<file path="src/rtl/exec_controller.sv">
// Pipeline execution controller: free-run, single-step and breakpoint-with-drain
// sequencing for a fetch/decode pipeline. All outputs come straight from flops.
module exec_controller #(
    parameter int unsigned DRAIN_DEPTH = 4,
    parameter int unsigned CC_WIDTH    = 16
) (
    input  logic                clock,
    input  logic                reset,
    input  logic                go,
    input  logic                step,
    input  logic                tick,
    input  logic                halt_req,
    input  logic [15:0]         pc,
    input  logic [15:0]         bp_addr,
    input  logic                bp_en,
    output logic                pipe_en,
    output logic                fetch_hold,
    output logic                halted,
    output logic                bp_hit,
    output logic [1:0]          state,
    output logic [CC_WIDTH-1:0] cc
);

    localparam int unsigned DC_W = (DRAIN_DEPTH == 0) ? 1 : $clog2(DRAIN_DEPTH + 1);

    localparam logic [1:0] S_HALT  = 2'd0;
    localparam logic [1:0] S_RUN   = 2'd1;
    localparam logic [1:0] S_STEP  = 2'd2;
    localparam logic [1:0] S_DRAIN = 2'd3;

    logic [1:0]          state_q, state_d;
    logic                pipe_en_q, pipe_en_d;
    logic                fetch_hold_q, fetch_hold_d;
    logic                halted_q, halted_d;
    logic                bp_hit_q, bp_hit_d;
    logic                skip_bp_q, skip_bp_d;
    logic [DC_W-1:0]     drain_q, drain_d;
    logic [CC_WIDTH-1:0] cc_q, cc_d;
    logic                bp_match;
    logic                last_drain_adv;

    // skip_bp masks the compare until the resume instruction has actually advanced
    assign bp_match = bp_en && (pc == bp_addr) && !skip_bp_q;

    always_comb begin
        state_d        = state_q;
        pipe_en_d      = 1'b0;
        bp_hit_d       = bp_hit_q;
        skip_bp_d      = skip_bp_q & ~pipe_en_q;
        drain_d        = drain_q;
        cc_d           = cc_q + CC_WIDTH'(pipe_en_q);
        last_drain_adv = 1'b0;

        case (state_q)
            S_HALT: begin
                if (go) begin
                    state_d   = S_RUN;
                    skip_bp_d = 1'b1;
                    bp_hit_d  = 1'b0;
                end else if (step) begin
                    state_d   = S_STEP;
                    pipe_en_d = 1'b1;
                    skip_bp_d = 1'b1;
                    bp_hit_d  = 1'b0;
                end
            end
            S_RUN: begin
                if (halt_req || !go) begin
                    state_d = S_HALT;
                end else if (tick) begin
                    if (bp_match) begin
                        bp_hit_d = 1'b1;
                        if (DRAIN_DEPTH == 0) begin
                            state_d = S_HALT;
                            drain_d = '0;
                        end else begin
                            state_d = S_DRAIN;
                            drain_d = DC_W'(DRAIN_DEPTH);
                        end
                    end else begin
                        pipe_en_d = 1'b1;
                    end
                end
            end
            S_STEP: begin
                state_d = S_HALT;
            end
            S_DRAIN: begin
                // go is deliberately ignored here: older instructions must retire
                if (halt_req) begin
                    state_d = S_HALT;
                    drain_d = '0;
                end else if (tick) begin
                    pipe_en_d = 1'b1;
                    drain_d   = drain_q - DC_W'(1);
                    if (drain_q <= DC_W'(1)) begin
                        state_d        = S_HALT;
                        last_drain_adv = 1'b1;
                    end
                end
            end
            default: begin
                state_d = S_HALT;
            end
        endcase

        // Fetch stays frozen through the final drain advance as well
        fetch_hold_d = (state_d == S_DRAIN) | last_drain_adv;
        halted_d     = (state_d == S_HALT);
    end

    always_ff @(posedge clock or negedge reset) begin
        if (!reset) begin
            state_q      <= S_HALT;
            pipe_en_q    <= 1'b0;
            fetch_hold_q <= 1'b0;
            halted_q     <= 1'b1;
            bp_hit_q     <= 1'b0;
            skip_bp_q    <= 1'b0;
            drain_q      <= '0;
            cc_q         <= '0;
        end else begin
            state_q      <= state_d;
            pipe_en_q    <= pipe_en_d;
            fetch_hold_q <= fetch_hold_d;
            halted_q     <= halted_d;
            bp_hit_q     <= bp_hit_d;
            skip_bp_q    <= skip_bp_d;
            drain_q      <= drain_d;
            cc_q         <= cc_d;
        end
    end

    assign pipe_en    = pipe_en_q;
    assign fetch_hold = fetch_hold_q;
    assign halted     = halted_q;
    assign bp_hit     = bp_hit_q;
    assign state      = state_q;
    assign cc         = cc_q;

endmodule

</file>
<file path="config.mk">
export PLATFORM = sky130hd
export DESIGN_NAME = exec_controller
export DESIGN_NICKNAME = d
export VERILOG_FILES = /design/src/rtl/exec_controller.sv
export SDC_FILE = /design/constraint.sdc
export NUM_CORES = 1
export LEC_CHECK = 0
export CORE_ASPECT_RATIO = 1.75
export CORE_MARGIN = 2
export CORE_UTILIZATION = 30
export DETAILED_ROUTE_END_ITERATION = 8
export DONT_BUFFER_PORTS = 1
export PLACE_DENSITY = 0.47
export SYNTH_ARGS = -nofsm -noshare
export SYNTH_HDL_FRONTEND = slang
export SYNTH_SLANG_ARGS = --single-unit
</file>
<file path="constraint.sdc">
create_clock -name clock -period 2.2 [get_ports clock]
set_input_delay 0.22 -clock clock [delete_from_list [all_inputs] [get_ports clock]]
set_output_delay 0.22 -clock clock [all_outputs]
set_load 0.02 [all_outputs]
</file>
Word level (Yosys, flattened, before mapping)
Index checks and enable logic that the tools add are counted.
Widths: inputs -> output; s select.
{ "totals": {"elab_cells": 71, "out_inout_bits": 22, "inputBits": 39, "register_bits": 26} }
{ "op_classes": {"eq_ne": 10, "addsub": 2, "bitwise": 3, "n_mux": 36, "reduce_logical": 11, "magnitude_cmp": 1} }
{ "op_table": {"columns": ["operator", "n"], "rows": [
  ["$mux 1", 19],
  ["$add 16x1->16", 1],
  ["$eq 16x16->1", 1],
  ["$mux 2", 8],
  ["$mux 3", 5],
  ["$reduce_and 5->1", 2],
  ["$pmux 2 s4", 1],
  ["$eq 2x2->1 const B", 3],
  ["$ne 2x2->1 const B", 3],
  ["$ne 3x3->1 const B", 2],
  ["$pmux 3 s2", 1],
  ["$logic_not 2->1", 2],
  ["$reduce_bool 2->1", 2],
  ["$le 3x1->1 const B", 1],
  ["$pmux 1 s3", 1],
  ["$sub 3x1->3 const B", 1],
  ["$eq 2x1->1 const B", 1],
  ["$logic_and 1x1->1", 2],
  ["$logic_not 1->1", 2],
  ["$pmux 1 s2", 1],
  ["$and 1x1->1", 1],
  ["$logic_or 1x1->1", 1],
  ["$not 1->1", 1],
  ["$or 1x1->1", 1]
]} }

Logic depth before layout (Yosys ltp)
Gate-level depths: netlist (run 1).
{ "logic_depth": {"word_depth": 9, "mapped_depth": 7} }

Least setup slack after synthesis (run 1)
No wires, ideal clock.
{ "synth_timing": {"path_kind": "register to register", "startpoint": "reg pipe_en_q (netlist: pipe_en)", "endpoint": "reg cc_q[14] (netlist: cc[14])", "arrival_ns": 1.471, "setup_ns": 0.080, "path_stages_with_launch": 7, "path_buffers": 0, "setup_slack_ns": 0.650, "path_cell_list": "dfrtp_1 -> ha_1 -> ha_1 -> nand2_1 -> or2_4 -> nor2_2 -> xor2_1"} }
{ "synth_between": {"elab_chain_cells": 1} }
{ "synth_rtl": {"columns": ["element", "line", "rtl"], "rows": [
  ["start: declaration", "32", "logic pipe_en_q, pipe_en_d;"],
  ["start signal: assignment", "124", "pipe_en_q <= pipe_en_d;"],
  ["$add 16x1->16", "51", "cc_d = cc_q + CC_WIDTH'(pipe_en_q);"],
  ["via cc_d[14]", "38", "logic [CC_WIDTH-1:0] cc_q, cc_d;"],
  ["end signal: assignment", "121", "cc_q <= '0;"],
  ["end signal: assignment", "130", "cc_q <= cc_d;"],
  ["end: declaration", "38", null]
]} }
The timed path passes the listed nets, and every way through them passes these cells.
A chain may end at the register's enable or synchronous reset.

Worst setup path after layout (run 1)
Ends and elaborated chain as after synthesis.

==> impl_metrics.env, run 1 <==
export IMPL_row_count=32
export IMPL_fmax_mhz=565.2
export IMPL_multi_input_area_sq_um=689.4
export IMPL_post_drt_wl_per_cell_um=15.76
export IMPL_final_common_cell="dfrtp_1"
export IMPL_antenna_found_initial=0
export IMPL_drc=0
export IMPL_finalSetupViolCount=0
export IMPL_clk_path_buf_depth=2
export IMPL_grt_total_usage_pct=11.98
export IMPL_tns_ns=0
export IMPL_root_buffer="clkbuf_8"
export IMPL_io_pins=61
export IMPL_die_h_um=93.07
export IMPL_period_minus_slack_ns=1.769
export IMPL_netlist_cell_type_count=27
export IMPL_slew_violations=0
export IMPL_dieArea_sq_mm=0.005109
export IMPL_area_growth_syn_to_layout_pct=12.14
export IMPL_p_per_area_mw_per_mm2=872.8
export IMPL_path_buf_inv=0
export IMPL_coreArea_sq_mm=0.004364
export IMPL_crit_path_start_kind="flop"
export IMPL_critical_path_most_common_cell="ha_1"
export IMPL_critPathMaxStageDelay_ns=0.51
export IMPL_final_cell_mix="dfrtp_1, xnor2_1, nand2_1"
export IMPL_grt_pass1_vias=988
export IMPL_first_pass_iters=4
export IMPL_grt_ovfl_total=0
export IMPL_wl_um=2962
export IMPL_setup_slack_ns=0.4307
export IMPL_r2r_start="pipe_en"
export IMPL_yosysSeqAreaShare_pct=47.93
export IMPL_drt_vias_per_instance=5.213
export IMPL_fill_cells=444
export IMPL_arrival_ns=1.96
export IMPL_initial_utilization_pct=31.16
export IMPL_synthCells=131
export IMPL_tritoncts="yes"
export IMPL_drt_iter0_markers=25
export IMPL_hold_path_class="input pin to flop"
export IMPL_status="finished, final reports clean"
export IMPL_cp_top_family="adder cells"
export IMPL_cts_sinks=26
export IMPL_crit_fanout=5
export IMPL_place_gp_congestion=0.7003
export IMPL_dp_slack_ns=0.4559
export IMPL_worstRegToRegCells=6
export IMPL_drive_gt1_share_pct=8.759
export IMPL_r2r_end="cc[14]"
export IMPL_ir_drop_mv=0.3737
export IMPL_timing_final_crit_share_pct=80.42
export IMPL_ys_ff_latch=26
export IMPL_hold_viol_final=0
export IMPL_tightest_slew_ns=0.5564
export IMPL_crit_required_ns=2.39
export IMPL_clk_pin_slew_ns=0.09
export IMPL_place_hpwl_um=2298
export IMPL_vias=980
export IMPL_post_cts_buffers=0
export IMPL_numCtsBuffers=3
export IMPL_slowest_stage="dfrtp_1"
export IMPL_synth_nets=174
export IMPL_r2r_slack_ns=0.43
export IMPL_startpoint="pipe_en"
export IMPL_clk_latency_ns=0.27
export IMPL_crit_end="cc[14]"
export IMPL_grt_max_degree=27
export IMPL_critPathKind="flop to flop"
export IMPL_fp_dieW_um=54.90
export IMPL_register_area_sq_um=651.9
export IMPL_finClkSkew_ns=0.006293
export IMPL_critical_path_cell_chain="ha_1, ha_1, nand2_1, or2_4, nor2_2, xor2_1"
export IMPL_ctsHtreeMaxLevel=1
export IMPL_maxCapViolations=0
export IMPL_antenna_cells=0
export IMPL_port_buffers=0
export IMPL_yosysWarnings=0
export IMPL_drtAntennaViolNets=0
export IMPL_crit_cells=6
export IMPL_grt_first_pass_wirelength_um=4450
export IMPL_maxSlewHeadroom_pct=62.38
export IMPL_avgSynthCellArea_sq_um=10.38
export IMPL_end_kind="flop"
export IMPL_leakage_uw=0.0006324
export IMPL_fin_nets=181
export IMPL_netlist_area_sq_mm=0.001360
export IMPL_grt_setup_unrepaired="false"
-- state kept, by name, indices dropped and copies added, names as in the netlist --
register and flops:
pipe_en 1, cc 16, bp_hit 1, halted 1, skip_bp_q 1, state 2
drain_q 3, fetch_hold 1
-- worst min-delay path by stage --
stage	start	to	slack (ns)	depth (start not counted)
2_1_floorplan	reset	bp_hit	-0.08	0
3_3_place_gp	reset	cc[15]	-0.07	0
3_5_place_dp	reset	cc[14]	-0.08	0
4_1_cts	halt_req	fetch_hold	0.08	1
5_1_grt	halt_req	fetch_hold	0.06	1
6_report	halt_req	fetch_hold	0.08	1
-- cells in the mapped netlist (all sizes together) --
master | number | area share, %
or2 | 1 | 0.64
nor4 | 2 | 1.8
dfrtp | 25 | 46
o211ai | 1 | 0.55
dfstp | 1 | 1.9
nor4b | 2 | 1.3
inv | 5 | 1.4
a221o | 1 | 0.74
o21ai | 4 | 1.5
ha | 4 | 3.7
nand3 | 7 | 2.6
nand2 | 17 | 4.7
xnor2 | 23 | 15
nor3 | 1 | 0.37
xor2 | 8 | 5.2
nor2 | 8 | 2.6
nand4 | 6 | 2.8
a2bb2oi | 1 | 0.64
a32o | 1 | 0.74
mux2i | 1 | 0.74
a21oi | 4 | 1.5
and3 | 4 | 1.9
nor2b | 1 | 0.46
o22ai | 2 | 0.92
and4 | 1 | 0.64
-- power breakdown --
group          total [uW]  leakage [uW]  internal, uW  switching (uW)
clock network         396     0.0000357           243             153
registers             724      0.000338           557             167
logic                 211      0.000259           106             105
-- metal layers --
metal	track usage (%)	wire length, um	vias to the layer above
li1	-	-	465
met1	11.99	1055	472
met2	21.43	1686	41
met3	3.355	186	2
met4	5.488	34	0
met5	0	0	-
-- what timing repair did --
| item | CTS | global route |
|---|---|---|
| hold endpoints to repair | 26 | 0 |
| resized for setup | 0 | 0 |
| endpoints found under the setup margin | 0 | 0 |
| hold buffers | 2 | 0 |
-- cell families after synthesis --
logic type | synth area share (%)
muxes | 0.7360
adders and majority gates | 3.680
and+or+nand+nor | 19.78
DFF | 47.93
AOI/OAI and AO/OA | 6.532
xor gates and xnor gates | 19.96
buffers and inverters | 1.380
-- stage by stage --
| stage | cells | util [%] | power, uW | hold WS, ns | area (sq um) |
|---|---|---|---|---|---|
| after floorplan | 131 | - | 869.9 | -0.07559 | 1360 |
| after global placement | 182 | 32.63 | 927.1 | -0.07499 | 1424 |
| after detailed placement | 182 | 32.63 | 935.1 | -0.07501 | 1424 |
| after CTS | 188 | 34.95 | 1352 | 0.08034 | 1525 |
| after global routing | 188 | 34.95 | 1414 | 0.06483 | 1525 |
| final | 188 | 34.95 | 1331 | 0.08147 | 1525 |
-- final cells by class --
class / count / share of cell area [%]
multi-input cells: 100 / 45.20
flip-flops and latches: 26 / 42.74
clock inverters: 1 / 1.969
well taps: 51 / 4.184
inverters: 5 / 1.231
repair buffers: 2 / 1.969
clock buffers: 3 / 2.707
-- worst reg2reg max path, cell delays in order (launching register included) --
cell     delay [ns]
dfrtp_1        0.51
ha_1           0.30
ha_1           0.27
nand2_1        0.10
or2_4          0.26
nor2_2         0.09
xor2_1         0.16
No activity file was read; power rests on OpenSTA's default activity.
==> inputs of run 2 (changes only) <==
clock period = 1.7 ns   (was 2.2 ns; I/O delays follow)
==> run 2 against run 1 <==
  * Flip-flop and latch count stayed put
  * Worst setup slack worse by 0.18 ns
  * Count of clock-buffer cells in the layout is 1 higher
  * Final area is 5.3% higher
  * Hold slack worse by 0.054 ns
  * Routed wire length is 3.8% higher
==> impl_metrics.env, run 2 (synthesized netlist as in run 1, its figures left out) <==
export IMPL_status="finished, final reports clean"
export IMPL_grtUsageMet3_pct=3.355
export IMPL_drt_vias_per_instance=5.075
export IMPL_fill_cells=452
export IMPL_hold_ws_ns=0.02759
export IMPL_cts_resized=0
export IMPL_root_buffer="clkbuf_8"
export IMPL_post_cts_buffers=0
export IMPL_place_hpwl_um=2475
export IMPL_seqPwrFrac_pct=46.1
export IMPL_p_comb_share_pct=30.5
export IMPL_finalSetupViolCount=0
export IMPL_grt_first_pass_wirelength_um=4795
export IMPL_die_h_um=93.07
export IMPL_finClkSkew_ns=0.001555
export IMPL_antenna_cells=0
export IMPL_critPathKind="flop to flop"
export IMPL_maxSlewHeadroom_pct=72.73
export IMPL_antenna_found_initial=0
export IMPL_fmax_mhz=689.7
export IMPL_grt_ovfl_total=0
export IMPL_grt_pass1_vias=1106
export IMPL_clk_pin_slew_ns=0.09
export IMPL_area_growth_syn_to_layout_pct=18.12
export IMPL_p_clk_share_pct=23.4
export IMPL_coreArea_sq_mm=0.004364
export IMPL_vias=1020
export IMPL_arrival_ns=1.64
export IMPL_drtAntennaViolNets=0
export IMPL_cts_sinks=26
export IMPL_grt_total_usage_pct=12.73
export IMPL_period_minus_slack_ns=1.450
export IMPL_finalPower_uw=1729
export IMPL_slew_violations=0
export IMPL_timing_final_crit_share_pct=85.28
export IMPL_register_area_sq_um=651.9
export IMPL_io_pins=61
export IMPL_tritoncts="yes"
export IMPL_power_switching_uw=575.3
export IMPL_final_common_cell="dfrtp_1"
export IMPL_use_met1_pct=11.66
export IMPL_clk_latency_ns=0.27
export IMPL_fp_dieW_um=54.90
export IMPL_post_drt_wl_per_cell_um=15.29
export IMPL_crit_required_ns=1.89
export IMPL_clk_path_buf_depth=2
export IMPL_p_sw_share_pct=33.26
export IMPL_hold_path_class="input pin to flop"
export IMPL_port_buffers=0
export IMPL_numCtsBuffers=3
export IMPL_leakage_uw=0.0006927
export IMPL_ctsHtreeMaxLevel=1
export IMPL_drt_iter0_markers=15
export IMPL_drive_gt1_share_pct=16.67
export IMPL_row_count=32
export IMPL_busiest_layer="met2"
export IMPL_hold_viol_final=0
export IMPL_largest_register_ffs=16
export IMPL_fin_nets=194
export IMPL_tightest_slew_ns=0.4034
export IMPL_tns_ns=0
export IMPL_met2_usage_pct=23.61
export IMPL_initial_utilization_pct=31.16
export IMPL_multi_input_area_sq_um=689.4
export IMPL_grt_setup_unrepaired="false"
export IMPL_drc=0
export IMPL_p_int_uw=1154
export IMPL_grt_max_degree=27
export IMPL_p_per_area_mw_per_mm2=1076
export IMPL_ir_drop_mv=0.4024
export IMPL_place_gp_congestion=0.7821
export IMPL_maxCapViolations=0
export IMPL_dieArea_sq_mm=0.005109
export IMPL_crit_fanout=4
export IMPL_end_kind="flop"
export IMPL_first_pass_iters=4
export IMPL_final_cell_mix="dfrtp_1, xnor2_1, nand2_1"
export IMPL_crit_path_start_kind="flop"
export IMPL_wl_um=3074
-- run 2: layout make-up --
| type | instances | area share [%] |
|---|---|---|
| tap | 51 | 3.972 |
| timing repair buffer | 15 | 7.944 |
| inverter | 5 | 1.168 |
| clock buffer | 4 | 3.427 |
| sequential | 26 | 40.58 |
| multi-input combinational | 100 | 42.91 |
-- run 2: through the flow --
stage	std cells	worst slack, ns	utilization (%)	instance area [sq um]
floorplan	131	0.1499	-	1360
CTS	201	0.2225	36.81	1607
finish	201	0.2502	36.81	1607
global placement	195	0.3263	34.86	1521
global route	201	0.09249	36.81	1607
detailed placement	195	0.2511	34.86	1521
-- run 2: critical path, stage by stage (launching register included) --
cell	delay, ns
dfrtp_1	0.36
ha_1	0.17
ha_1	0.22
nand2_1	0.10
or2_4	0.26
nor2_2	0.09
xor2_1	0.17
-- run 2: path summary, 6_finish.rpt --
kind                               start          to  slack [ns]  cells past startpoint
worst max-delay path               cc[0]      cc[12]        0.25                      6
worst min-delay path            halt_req  fetch_hold        0.03                      1
worst max register to register     cc[0]      cc[12]        0.25                      6
worst min register to register     cc[1]       cc[1]        0.51                      1
max in group asynchronous          reset      halted        1.15                      2
min in group asynchronous          reset      cc[10]        0.33                      2
-- run 2: layer usage --
layer	wire length, um	up-vias	share of wire [%]
li1	-	489	-
met1	1038	486	34
met5	0	-	0
met3	202	7	6.6
met4	87	0	2.8
met2	1745	38	57
-- run 2: power by group through the flow --
stage	clock network [uW]	logic (uW)	registers, uW
finish	405	528	797
global route	444	582	812
floorplan	0	209	917
detailed placement	0	515	813
global placement	0	506	804
CTS	420	538	799
-- run 2: repair_timing --
| action | CTS | global route |
|---|---|---|
| setup endpoints to repair | 0 | 0 |
| hold buffers | 2 | 0 |
| endpoints found under the hold margin | 26 | 0 |
==> inputs of run 3 (changes only) <==
TNS_END_PERCENT = 50   (was not set)
==> results of run 3 <==
Final layout, timing and power as in run 2 (identical DEF).
